--- config.mk ---
export PLATFORM = sky130hd
export DESIGN_NAME = br_update_queue
export DESIGN_NICKNAME = d
export VERILOG_FILES = /design/src/rtl/br_update_queue.sv
export SDC_FILE = /design/constraint.sdc
export NUM_CORES = 1
export LEC_CHECK = 0
export CORE_MARGIN = 1
export CORE_UTILIZATION = 51
export CTS_CLUSTER_DIAMETER = 80
export CTS_CLUSTER_SIZE = 16
export DETAILED_ROUTE_END_ITERATION = 8
export PLACE_DENSITY = 0.85
export SLEW_MARGIN = 20
export SYNTH_ARGS = -nofsm -noshare
export SYNTH_HDL_FRONTEND = slang
export SYNTH_SLANG_ARGS = --single-unit
--- constraint.sdc ---
create_clock -name clk -period 2.7 [get_ports clk]
set_input_delay 0.54 -clock clk [delete_from_list [all_inputs] [get_ports clk]]
set_output_delay 0.54 -clock clk [all_outputs]
set_load 0.03 [all_outputs]
--- src/rtl/br_update_queue.sv ---
// Branch-update queue: buffers resolved branch results from execute and feeds them,
// one per cycle and in order, to the predictor's counter write port.
module br_update_queue #(
    parameter int unsigned DEPTH      = 8,
    parameter int unsigned ENQ_WIDTH  = 2,
    parameter int unsigned IDX_WIDTH  = 10,
    parameter int unsigned HIST_WIDTH = 4,
    parameter int unsigned CTR_WIDTH  = 2
) (
    input  logic                            clk,
    input  logic                            rstN,
    input  logic [ENQ_WIDTH-1:0]            enqValid,
    input  logic [ENQ_WIDTH*IDX_WIDTH-1:0]  enqIdx,
    input  logic [ENQ_WIDTH*HIST_WIDTH-1:0] enqHist,
    input  logic [ENQ_WIDTH*CTR_WIDTH-1:0]  enqCtr,
    input  logic [ENQ_WIDTH-1:0]            enqTaken,
    output logic                            enqReady,
    output logic                            deqValid,
    input  logic                            deqReady,
    output logic [IDX_WIDTH-1:0]            deqIdx,
    output logic [HIST_WIDTH-1:0]           deqHist,
    output logic [CTR_WIDTH-1:0]            deqCtr,
    input  logic                            flush,
    output logic [$clog2(DEPTH):0]          count,
    output logic [7:0]                      dropCount
);

    localparam int unsigned PtrW = $clog2(DEPTH);
    localparam int unsigned CntW = PtrW + 1;
    localparam logic [CTR_WIDTH-1:0] CtrMax = {CTR_WIDTH{1'b1}};

    logic [PtrW-1:0] head_q, head_d, tail_q, tail_d;
    logic [CntW-1:0] count_q, count_d;
    logic [7:0]      drop_q, drop_d;

    logic [IDX_WIDTH-1:0]  idx_mem   [DEPTH];
    logic [HIST_WIDTH-1:0] hist_mem  [DEPTH];
    logic [CTR_WIDTH-1:0]  ctr_mem   [DEPTH];
    logic                  taken_mem [DEPTH];

    logic [PtrW-1:0]      slot_ofs [ENQ_WIDTH];
    logic [CntW-1:0]      n_valid;
    logic                 enq_fire;
    logic                 deq_fire;
    logic [8:0]           drop_sum;
    logic [CTR_WIDTH-1:0] head_ctr;

    // Each valid slot lands at tail + (number of valid slots before it), closing gaps.
    always_comb begin
        n_valid = '0;
        for (int s = 0; s < ENQ_WIDTH; s++) begin
            slot_ofs[s] = n_valid[PtrW-1:0];
            n_valid     = n_valid + CntW'(enqValid[s]);
        end
    end

    always_comb begin
        enqReady = count_q <= CntW'(DEPTH - ENQ_WIDTH);
        deqValid = count_q != '0;
        enq_fire = enqReady && !flush;
        deq_fire = deqValid && deqReady && !flush;
        drop_sum = {1'b0, drop_q} + 9'(n_valid);
    end

    always_comb begin
        head_d  = head_q;
        tail_d  = tail_q;
        count_d = count_q;
        drop_d  = drop_q;
        if (flush) begin
            head_d  = '0;
            tail_d  = '0;
            count_d = '0;
        end else begin
            if (enqReady) begin
                tail_d  = tail_q + n_valid[PtrW-1:0];
                count_d = count_q + n_valid;
            end else begin
                drop_d = (drop_sum > 9'd255) ? 8'hff : drop_sum[7:0];
            end
            if (deq_fire) begin
                head_d  = head_q + PtrW'(1);
                count_d = count_d - CntW'(1);
            end
        end
    end

    always_ff @(posedge clk or negedge rstN) begin
        if (!rstN) begin
            head_q  <= '0;
            tail_q  <= '0;
            count_q <= '0;
            drop_q  <= '0;
        end else begin
            head_q  <= head_d;
            tail_q  <= tail_d;
            count_q <= count_d;
            drop_q  <= drop_d;
        end
    end

    // Storage is deliberately unreset; occupancy alone defines which entries are live.
    always_ff @(posedge clk) begin
        if (enq_fire) begin
            for (int s = 0; s < ENQ_WIDTH; s++) begin
                if (enqValid[s]) begin
                    idx_mem[tail_q + slot_ofs[s]]   <= enqIdx[s*IDX_WIDTH +: IDX_WIDTH];
                    hist_mem[tail_q + slot_ofs[s]]  <= enqHist[s*HIST_WIDTH +: HIST_WIDTH];
                    ctr_mem[tail_q + slot_ofs[s]]   <= enqCtr[s*CTR_WIDTH +: CTR_WIDTH];
                    taken_mem[tail_q + slot_ofs[s]] <= enqTaken[s];
                end
            end
        end
    end

    always_comb begin
        head_ctr = ctr_mem[head_q];
        deqIdx   = idx_mem[head_q];
        deqHist  = hist_mem[head_q];
        deqCtr   = head_ctr;
        if (taken_mem[head_q]) begin
            if (head_ctr != CtrMax) deqCtr = head_ctr + CTR_WIDTH'(1);
        end else begin
            if (head_ctr != '0) deqCtr = head_ctr - CTR_WIDTH'(1);
        end
    end

    assign count     = count_q;
    assign dropCount = drop_q;

endmodule

==> impl_metrics.ini <==
[timing]
fmax_ghz = 0.348
fin_crit_sh_pct = 106
clock_skew_ns = 0.00435
hold_viol_final = 0
rsz0062_at_grt = true
fin_crit_ns = 2.87
timing.final.ws_setup_ns = -0.172
setup_viol = 4
drv_slew = 0
tightestPinTransition_ns = 0.861
slew_headroom_pct = 42.4

[layout]
fillers = 1016
regArea_sq_um = 4540
area_delta_synth_final_pct = 26.7
multi_input_area_sq_um = 3460
fin_util_pct = 66.9
drive_above_1_share_pct = 47.5
n_antenna_cell = 0
finish.instance_area_sq_um = 10300
final_nets = 671
final_cells = 843

[floorplan]
core-area_sq_um = 15400
ios = 70
chipHeight_um = 128
die_x_um = 128
initial_utilization_pct = 52.8
rows = 45
dieArea_sq_um = 16400

[placed_design]
dp_hpwl_um = 12100
portBuffers = 69
dpl.cell_count = 809
dpl_cell_area_sq_um = 9680
gp_congestion = 0.841

[clock_tree]
cts_hold_buffers = 0
htree_num_levels = 4
cts.clk_slew.worst_paths_ns = 0.06
cts-root-to-sink-buffers = 2
cts_made_buffers = 17
clock_sinks = 154
ctsRootBufferMaster = clkbuf_16
tritoncts = yes
insertion_delay_ns = 0.41

[worst_setup_path]
path_cells = buf_6, mux4_2, mux2_4, buf_6, maj3_2, buf_6
cp_slowest_cell = mux4_2
cp-end-kind = output pin
crit_required_ns = 2.16
start_kind = register
cp_slowest_stage_delay_ns = 0.51
critPathBufInv = 3
crit_arrival_ns = 2.33
crit_family = multiplexers
worstSetupPathType = register to output pin
crit_top_cell = buf_6
cp_max_fo = 5

[synth]
avgSynthCellArea_sq_um = 16.3
synth_nets = 549
synth.top_cells.by_area = edfxtp_1 50%, mux2_2 20%, mux4_2 9.4%
yosysSeqAreaShare_pct = 55.9
ys_warn_count = 0
synth_cell_types = 45
synthFlopType = edfxtp_1
synthCells = 497
synth_common_cells = 145 x mux2_2, 136 x edfxtp_1, 34 x mux4_2, 18 x dfrtp_1, 16 x nand2_1
synth_area_sq_um = 8120
synth-edff-count = 136
synth_top_area_share_pct = 50.3
synth_top_area_cell = edfxtp_1
yosysMostFrequentCell = mux2_2
async_flop_share_pct = 11.7
ys_seq_elements = 154

[drt]
drc = 0
wl_um = 18800
vias = 4973
drt_iter0_drc = 418
wl_per_cell_um = 22.3
ant_nets = 0
first_pass_iters = 6
vias_per_cell = 5.90

[global_routing]
grt_use_met3_pct = 5.34
grt_usage_pct = 24.5
grt_max_degree = 19
antenna_found_initial = 0
met2_usage_pct = 41.7
globalRoute.busiestLayer = met2
met1_usage_pct = 31.1
grt_pass1_vias = 5177
grt_pass1_wl_um = 29000
overflow = 0

[run_status]
status = finished with violations
violations = negative setup slack

[worst_hold_path]
hold_path.class = register to register

[power_and_ir_drop]
vdd_ir_drop_max_mv = 0.629
p_leak_nw = 3.71
power_density_nw_per_um2 = 901
power_mw = 9.27

[run]
max-cap-violations = 0
worst paths after layout:
check / slack [ns] / to / start / cells after the start
max: -0.17 / deqCtr[1] / head_q[0]$_DFFE_PN0P_ / 6
min: 0.55 / dropCount[0]$_DFFE_PN0P_ / dropCount[0]$_DFFE_PN0P_ / 2
max reg2reg: 0.28 / idx_mem[3][0]$_DFFE_PP_ / tail_q[0]$_DFFE_PN0N_ / 7
min reg2reg: 0.55 / dropCount[0]$_DFFE_PN0P_ / dropCount[0]$_DFFE_PN0P_ / 2
max in group asynchronous: 1.49 / head_q[1]$_DFFE_PN0P_ / rstN / 1
min in group asynchronous: 0.62 / dropCount[0]$_DFFE_PN0P_ / rstN / 1
where the power goes:
| group | switching [mW] | internal (mW) |
|---|---|---|
| combinational | 1.81 | 1.83 |
| sequential | 0.238 | 3.00 |
| clock | 0.867 | 1.53 |
through the flow:
step | hold WS (ns) | setup slack [ns] | setup TNS (ns)
floorplan | 0.244 | -0.133 | -4.27
global placement | 0.520 | -0.269 | -24.37
detailed placement | 0.534 | -0.336 | -54.31
CTS | 0.554 | -0.180 | -0.805
global route | 0.593 | -0.227 | -0.744
finish | 0.553 | -0.172 | -0.425
state kept, by name, summed over array words and instances (netlist names):
register / cells
head_q: 3
count: 4
hist_mem: 32
taken_mem: 8
idx_mem: 80
tail_q: 3
dropCount: 8
ctr_mem: 16
layout by cell type (no fill, tap or decap), drive strengths merged, types with 5 or more instances in the layout:
| cell | Yosys | layout |
|---|---|---|
| clkdlybuf4s50 | 0 | 52 |
| mux2 | 154 | 154 |
| mux4 | 34 | 34 |
| dfrtp | 18 | 18 |
| xor2 | 5 | 5 |
| clkbuf | 8 | 21 |
| nand2 | 20 | 20 |
| xnor2 | 5 | 5 |
| a211oi | 5 | 5 |
| nand3 | 5 | 5 |
| a21oi | 11 | 11 |
| buf | 18 | 74 |
| clkinv | 0 | 7 |
| nor2 | 9 | 9 |
| edfxtp | 136 | 136 |
| ha | 12 | 12 |
| nand3b | 5 | 5 |
| nor2b | 6 | 6 |
| o21ai | 9 | 9 |
what timing repair did:
| item | CTS | global route |
|---|---|---|
| hold endpoints to repair | 0 | 0 |
| gates resized for setup | 63 | 9 |
| setup buffers | 1 | 0 |
| setup endpoints to repair | 17 | 9 |
| cloned | 1 | 0 |
| pin swaps | 1 | 2 |
logic make-up (layout without fill, tap and decap cells):
logic type / Yosys count / count (layout) / share of synthesized area, %
and+or+nand+nor: 63 / 63 / 4.87
AOI/OAI and AO/OA: 36 / 36 / 3.01
muxes: 191 / 191 / 31.2
buffers and inverters: 29 / 164 / 1.93
xor gates and xnor gates: 10 / 10 / 1.08
adders and majority gates: 14 / 14 / 2.10
DFF: 154 / 154 / 55.9
layer usage:
metal	wire length [um]	share of wire [%]	up-vias
li1	-	-	2243
met1	8100	43	2551
met2	9530	51	156
met3	893	4.7	23
met4	312	1.7	0
met5	0	0	-
layout make-up:
cell class / count / share of cell area (%)
inverters: 3 / 0.109
clock buffers: 21 / 4.28
multi-input cells: 314 / 33.7
clock inverters: 11 / 1.47
repair buffers: 129 / 13.8
well taps: 211 / 2.57
flip-flops and latches: 154 / 44.1
tightest hold or removal path: stages (launching register included):
cell and delay (ns):
dfrtp_1 0.37, mux2i_1 0.08, nand2_1 0.06
No activity file was read; power rests on OpenSTA's default activity.
